### src/rtl/minibus_master.sv
// Minibus master: turns a single-cycle request into a timed address/strobe/hold
// bus cycle with programmable setup, strobe and hold widths.
module minibus_master #(
   parameter int unsigned T_SETUP  = 1,
   parameter int unsigned T_STROBE = 3,
   parameter int unsigned T_HOLD   = 1
) (
   input  logic        clk,
   input  logic        reset,
   input  logic        req,
   input  logic        req_rd,
   input  logic [19:0] req_addr,
   input  logic [7:0]  req_wdata,
   output logic        busy,
   output logic        done,
   output logic [7:0]  rdata,
   output logic [19:0] address,
   output logic        ale,
   output logic        rw_b,
   output logic        oe,
   output logic [7:0]  data_out,
   output logic        data_oe,
   input  logic [7:0]  data_in
);

   // Counter reload values; a parameter of 0 behaves as 1 (reload of 0).
   localparam logic [3:0] SetupLd  = (T_SETUP  == 0) ? 4'd0 : 4'(T_SETUP  - 1);
   localparam logic [3:0] StrobeLd = (T_STROBE == 0) ? 4'd0 : 4'(T_STROBE - 1);
   localparam logic [3:0] HoldLd   = (T_HOLD   == 0) ? 4'd0 : 4'(T_HOLD   - 1);

   typedef enum logic [1:0] {StIdle, StSetup, StStrobe, StHold} state_e;

   state_e      state_q, state_d;
   logic [3:0]  cnt_q, cnt_d;
   logic        ale_q, ale_d;
   logic        oe_q, oe_d;
   logic        rw_b_q, rw_b_d;
   logic        data_oe_q, data_oe_d;
   logic [7:0]  data_out_q, data_out_d;
   logic [19:0] address_q, address_d;
   logic [7:0]  rdata_q, rdata_d;
   logic        done_q, done_d;

   // Next-state and next-output logic; outputs are computed for the state being entered
   // so every bus pin comes straight from a flop. address/rw_b/data_out double as the
   // latched operands for the whole transaction.
   always_comb begin
      state_d    = state_q;
      cnt_d      = cnt_q;
      ale_d      = ale_q;
      oe_d       = oe_q;
      rw_b_d     = rw_b_q;
      data_oe_d  = data_oe_q;
      data_out_d = data_out_q;
      address_d  = address_q;
      rdata_d    = rdata_q;
      done_d     = 1'b0;
      unique case (state_q)
         StIdle: begin
            if (req) begin
               state_d    = StSetup;
               cnt_d      = SetupLd;
               ale_d      = 1'b0;
               oe_d       = 1'b1;
               rw_b_d     = req_rd;
               address_d  = req_addr;
               data_out_d = req_wdata;
               data_oe_d  = ~req_rd;
            end
         end
         StSetup: begin
            if (cnt_q == 4'd0) begin
               state_d = StStrobe;
               cnt_d   = StrobeLd;
               oe_d    = ~rw_b_q;
            end else begin
               cnt_d = cnt_q - 4'd1;
            end
         end
         StStrobe: begin
            if (cnt_q == 4'd0) begin
               state_d = StHold;
               cnt_d   = HoldLd;
               ale_d   = 1'b1;
               oe_d    = 1'b1;
               if (rw_b_q) begin
                  rdata_d = data_in;
               end
            end else begin
               cnt_d = cnt_q - 4'd1;
            end
         end
         StHold: begin
            if (cnt_q == 4'd0) begin
               state_d   = StIdle;
               done_d    = 1'b1;
               rw_b_d    = 1'b1;
               data_oe_d = 1'b0;
            end else begin
               cnt_d = cnt_q - 4'd1;
            end
         end
         default: state_d = StIdle;
      endcase
   end

   // State and output registers with synchronous reset; reset drops strobes immediately.
   always_ff @(posedge clk) begin
      if (reset) begin
         state_q    <= StIdle;
         cnt_q      <= 4'd0;
         ale_q      <= 1'b1;
         oe_q       <= 1'b1;
         rw_b_q     <= 1'b1;
         data_oe_q  <= 1'b0;
         data_out_q <= 8'h00;
         address_q  <= 20'h00000;
         rdata_q    <= 8'h00;
         done_q     <= 1'b0;
      end else begin
         state_q    <= state_d;
         cnt_q      <= cnt_d;
         ale_q      <= ale_d;
         oe_q       <= oe_d;
         rw_b_q     <= rw_b_d;
         data_oe_q  <= data_oe_d;
         data_out_q <= data_out_d;
         address_q  <= address_d;
         rdata_q    <= rdata_d;
         done_q     <= done_d;
      end
   end

   assign busy     = (state_q != StIdle);
   assign done     = done_q;
   assign rdata    = rdata_q;
   assign address  = address_q;
   assign ale      = ale_q;
   assign rw_b     = rw_b_q;
   assign oe       = oe_q;
   assign data_out = data_out_q;
   assign data_oe  = data_oe_q;

endmodule

### config.mk
export PLATFORM = sky130hd
export DESIGN_NAME = minibus_master
export DESIGN_NICKNAME = d
export VERILOG_FILES = /design/src/rtl/minibus_master.sv
export SDC_FILE = /design/constraint.sdc
export NUM_CORES = 1
export LEC_CHECK = 0
export CAP_MARGIN = 15
export CORE_AREA = 5 5 71 73
export DETAILED_ROUTE_END_ITERATION = 8
export DIE_AREA = 0 0 76 78
export PLACE_DENSITY = 0.85
export SLEW_MARGIN = 15
export SYNTH_ARGS = -nofsm -noshare
export SYNTH_HDL_FRONTEND = slang
export SYNTH_SLANG_ARGS = --single-unit
### constraint.sdc
create_clock -name clk -period 3.95 [get_ports clk]
set_clock_uncertainty 0.15 [all_clocks]
set_input_delay 1.185 -clock clk [delete_from_list [all_inputs] [get_ports clk]]
set_output_delay 1.185 -clock clk [all_outputs]
set_load 0.02 [all_outputs]
=== After elaboration in Yosys (flattened, before gate mapping) ===
Index checks and enable logic that the tools add are counted.

* $add $sub $neg: 1
* Eq/ne operators: 8
* Mux-type cells: 22
* Bitwise logic cells: 3
* Reduce and logical (&&, ||, !) cells: 14

{| class="wikitable"
|+ Operators by type and width
! operator !! count
|-
| two-way mux 4 bit || 4
|-
| case mux 4 bit (4 select lines) || 1
|-
| inequality test 2 bit (second input constant) || 5
|-
| AND reduction 3 bit || 3
|-
| two-way mux 1 bit || 8
|-
| two-way mux 2 bit || 4
|-
| case mux 2 bit (4 select lines) || 1
|-
| AND reduction 4 bit || 2
|-
| case mux 1 bit (2 select lines) || 3
|-
| nonzero test 2 bit || 3
|-
| equality test 2 bit (second input constant) || 2
|-
| logical NOT 4 bit || 1
|-
| AND reduction 2 bit || 2
|-
| subtractor 4 x 1 -> 4 bit (second input constant) || 1
|-
| NOT 1 bit || 3
|-
| case mux 1 bit (3 select lines) || 1
|-
| nonzero test 3 bit || 1
|-
| equality test 2 x 1 -> 1 bit (second input constant) || 1
|-
| logical NOT 2 bit || 1
|-
| OR reduction 2 bit || 1
|}

* Bits in registers: 47
* Input bits: 40
* Output and inout bits: 42
* Word-level logic and storage cells: 58

=== Logic depth before layout (Yosys ltp) ===
* Depth in word-level cells: 3
* Depth in mapped cells: 7

=== Worst setup path before layout ===
Ideal clock, no wire load.

* Kind: register -> output
* Start point: register state_q[0]
* End point: output port busy
* Arrival: 0.836 ns
* Path slack: 1.779 ns
* Stages on the path, launching flop included: 4
* Path buffers: 0
* Cells stage by stage: dfxtp_1 -> inv_1 -> ha_1 -> inv_1

* Longest elaborated chain between the ends: 1

{| class="wikitable"
|+ Ends and longest elaborated chain
! element !! RTL line !! source
|-
| from (decl) || 33 || <nowiki>state_e state_q, state_d;</nowiki>
|-
| from (signal assigned) || 110 || <nowiki>state_q <= StIdle;</nowiki>
|-
| from (signal assigned) || 121 || <nowiki>state_q <= state_d;</nowiki>
|-
| nonzero test 2 bit || 134 || <nowiki>assign busy = (state_q != StIdle);</nowiki>
|-
| to (decl) || 14 || <nowiki>output logic busy,</nowiki>
|}

Every way passes these cells.

=== Worst setup path in the final report ===
Same ends and word-level chain as after synthesis.

==> impl_metrics.ini <==
[clock_tree]
cts_resized = 0
cts-htree-levels = 2
post-cts-setup-buffers = 0
clk_pin_slew_ns = 0.08
hold_buffers = 0
cts_buffer_depth = 2
cts_buffers = 5
cts_tree = yes
clock_latency_ns = 0.30
root_buffer = clkbuf_8
cts_sinks = 47

[cells_and_area]
layout.nets = 350
antenna_cells = 0
fin_area_mm2 = 0.00286
final_cells = 355
drive_gt1_share_pct = 5.94
utilization_pct = 66.5
syn_to_final_growth_pct = 50.3

[yosys]
yosysWarnings = 0
avgSynthCellArea_um2 = 8.56
ys_ff_latch = 47
synthCells = 222
synth_cell_types = 31
netlist_area_mm2 = 0.00190
syn_nets = 270
ys_seq_area_share_pct = 49.5

[run_status]
status = finished, final reports clean

[pwr]
power.switching_fraction_pct = 35.7
p_sw_mw = 0.585
p_clk_share_pct = 19.4
p_per_area_mw_per_mm2 = 575
power.leakage_nw = 1.10
p_total_mw = 1.64
combPwrFrac_pct = 42.4
ir_drop_mv = 0.313
internal_power_mw = 1.06
p_seq_share_pct = 38.3

[timing]
worst_pin_slew_ns = 0.592
setup_ws_ns = 0.857
setup_viol = 0
rsz0062_at_grt = false
drv_slew = 0
maxClockFrequency_ghz = 0.323
tns_ns = 0
period_minus_slack_ns = 3.09
slew_headroom_pct = 60.4
hold_viol_final = 0
fin_crit_sh_pct = 78.3
hold_ws_ns = 0.306

[worst_setup_path]
end_kind = output pin
cp-start-kind = flop
path_cells = inv_1, ha_1, inv_1, clkdlybuf4s50_1
critPathKind = reg -> out
cp_max_fo = 6
required_ns = 2.61
slowest_stage = clkdlybuf4s50_1
critical_path_arrival_ns = 1.76
critPathMostFrequentCell = inv_1
slowest_delay_ns = 0.59

[floorplanning]
fp.dieW_um = 76
die-area_mm2 = 0.00593
core-area_mm2 = 0.00429
die_h_um = 78
std_cell_rows = 24
pin_count = 82
start_util_pct = 44.2

[placement]
placed_cell_area_mm2 = 0.00275
portBuffers = 81
placed_cells = 347
pre_cts_slack_ns = 1.03
hpwl_um = 3500
place_congestion = 0.862

[detailed_routing]
dr_wl_met3_um = 416
routedWlPerCell_um = 13.1
vias = 1746
wl_met1_um = 1960
drtPass1Iterations = 4
top_layer_used = met4
dr_wl_met2_um = 2200
avgViaCountPerCell = 4.92
wl_um = 4640
drt-initial-drc-count = 61
postRouteAntennaNets = 0
drc = 0

[global_routing]
grt_max_degree = 29
grt_usage_pct = 15.6
grt_pass1_wl_um = 7730
globalRoute.totalOverflow = 0
first_global_vias = 1687
antenna_found_initial = 0

[min_path]
hp-class = reg -> reg

[run]
max_cap_violations = 0
==> metal layers <==
metal / track usage [%] / vias to the layer above
met4: 5.34 / 0
met1: 18.0 / 794
met2: 25.9 / 53
li1: - / 890
met3: 6.83 / 9
met5: 0 / -
==> Yosys cell counts <==
cell	count	share of area (%)
a2111oi_0	1	0.46
a211oi_1	2	0.79
a21o_1	1	0.40
a21oi_1	33	8.7
a22o_2	1	0.53
a31oi_1	2	0.66
and2_1	1	0.33
and3_1	2	0.66
buf_1	2	0.40
buf_2	3	0.79
buf_4	1	0.40
clkbuf_1	5	0.99
clkbuf_2	1	0.26
dfxtp_1	47	50
ha_1	8	5.3
inv_1	7	1.4
mux2_2	1	0.59
mux2i_1	11	5.8
nand2_1	63	12
nand2b_1	2	0.66
nand3b_1	2	0.79
nor2_1	12	2.4
nor2b_1	1	0.33
nor3_1	3	0.79
nor3b_4	1	0.99
nor4_1	1	0.33
o21ai_0	2	0.53
o311a_1	1	0.53
or2_2	2	0.66
or3b_4	1	0.59
or4b_1	2	1.1
==> final timing paths <==
kind	depth (start not counted)	slack, ns	from	end
setup / recovery	4	0.86	state_q[0]$_SDFFE_PP0P_	busy
hold reg to reg	2	0.31	address[19]$_SDFFE_PP0P_	address[19]$_SDFFE_PP0P_
hold / removal	2	0.31	address[19]$_SDFFE_PP0P_	address[19]$_SDFFE_PP0P_
setup reg to reg	6	1.96	state_q[0]$_SDFFE_PP0P_	cnt_q[2]$_SDFFE_PP0P_
==> layout by cell type (no fill, tap or decap), types with 2 or more instances in the layout <==
cell type	count
ha_1	8
buf_4	4
dfxtp_1	47
mux2i_1	11
o21ai_0	2
clkbuf_8	7
nor2_1	12
or2_2	2
nor3_1	3
a31oi_1	2
nand2_1	63
a21oi_1	33
a211oi_1	2
or4b_1	2
nand3b_1	2
clkdlybuf4s50_1	81
nand2b_1	2
inv_1	7
and3_1	2
==> worst max-delay path: cells and delay by family (launching register included) <==
family | cells | cell delay, ns
flops | 1 | 0.40
buf+inv | 3 | 0.78
fa+ha+maj | 1 | 0.28
==> cells by family after synthesis <==
kind of cell | Yosys count | share of synthesized area, %
compound gates | 43 | 12.6
buf+inv | 19 | 4.22
simple gates | 93 | 22.0
mux | 12 | 6.39
fa+ha+maj | 8 | 5.27
flops | 47 | 49.5
==> sequential cells by signal, summed over array words and instances (netlist names) <==
| register | count |
|---|---|
| cnt_q | 4 |
| done | 1 |
| rdata | 8 |
| data_out | 8 |
| ale | 1 |
| oe | 1 |
| data_oe | 1 |
| state_q | 2 |
| address | 20 |
| rw_b | 1 |
==> power by group through the flow <==
stage / Clock, mW / Combinational [mW] / Sequential, mW
6_report: 0.318 / 0.695 / 0.628
5_1_grt: 0.349 / 0.755 / 0.644
4_1_cts: 0.326 / 0.702 / 0.629
3_5_place_dp: 0 / 0.700 / 0.639
3_3_place_gp: 0 / 0.691 / 0.636
2_1_floorplan: 0 / 0.307 / 0.738
==> cell type report <==
type	count	area (um^2)
Clock buffer	7	96.3
Multi-Input combinational cell	156	878
Inverter	7	26.3
Tap cell	52	65.1
Sequential cell	47	941
Clock inverter	1	7.51
Timing Repair Buffer	85	841
Fill cell	368	1440
Power figures use the tool's default switching activity.
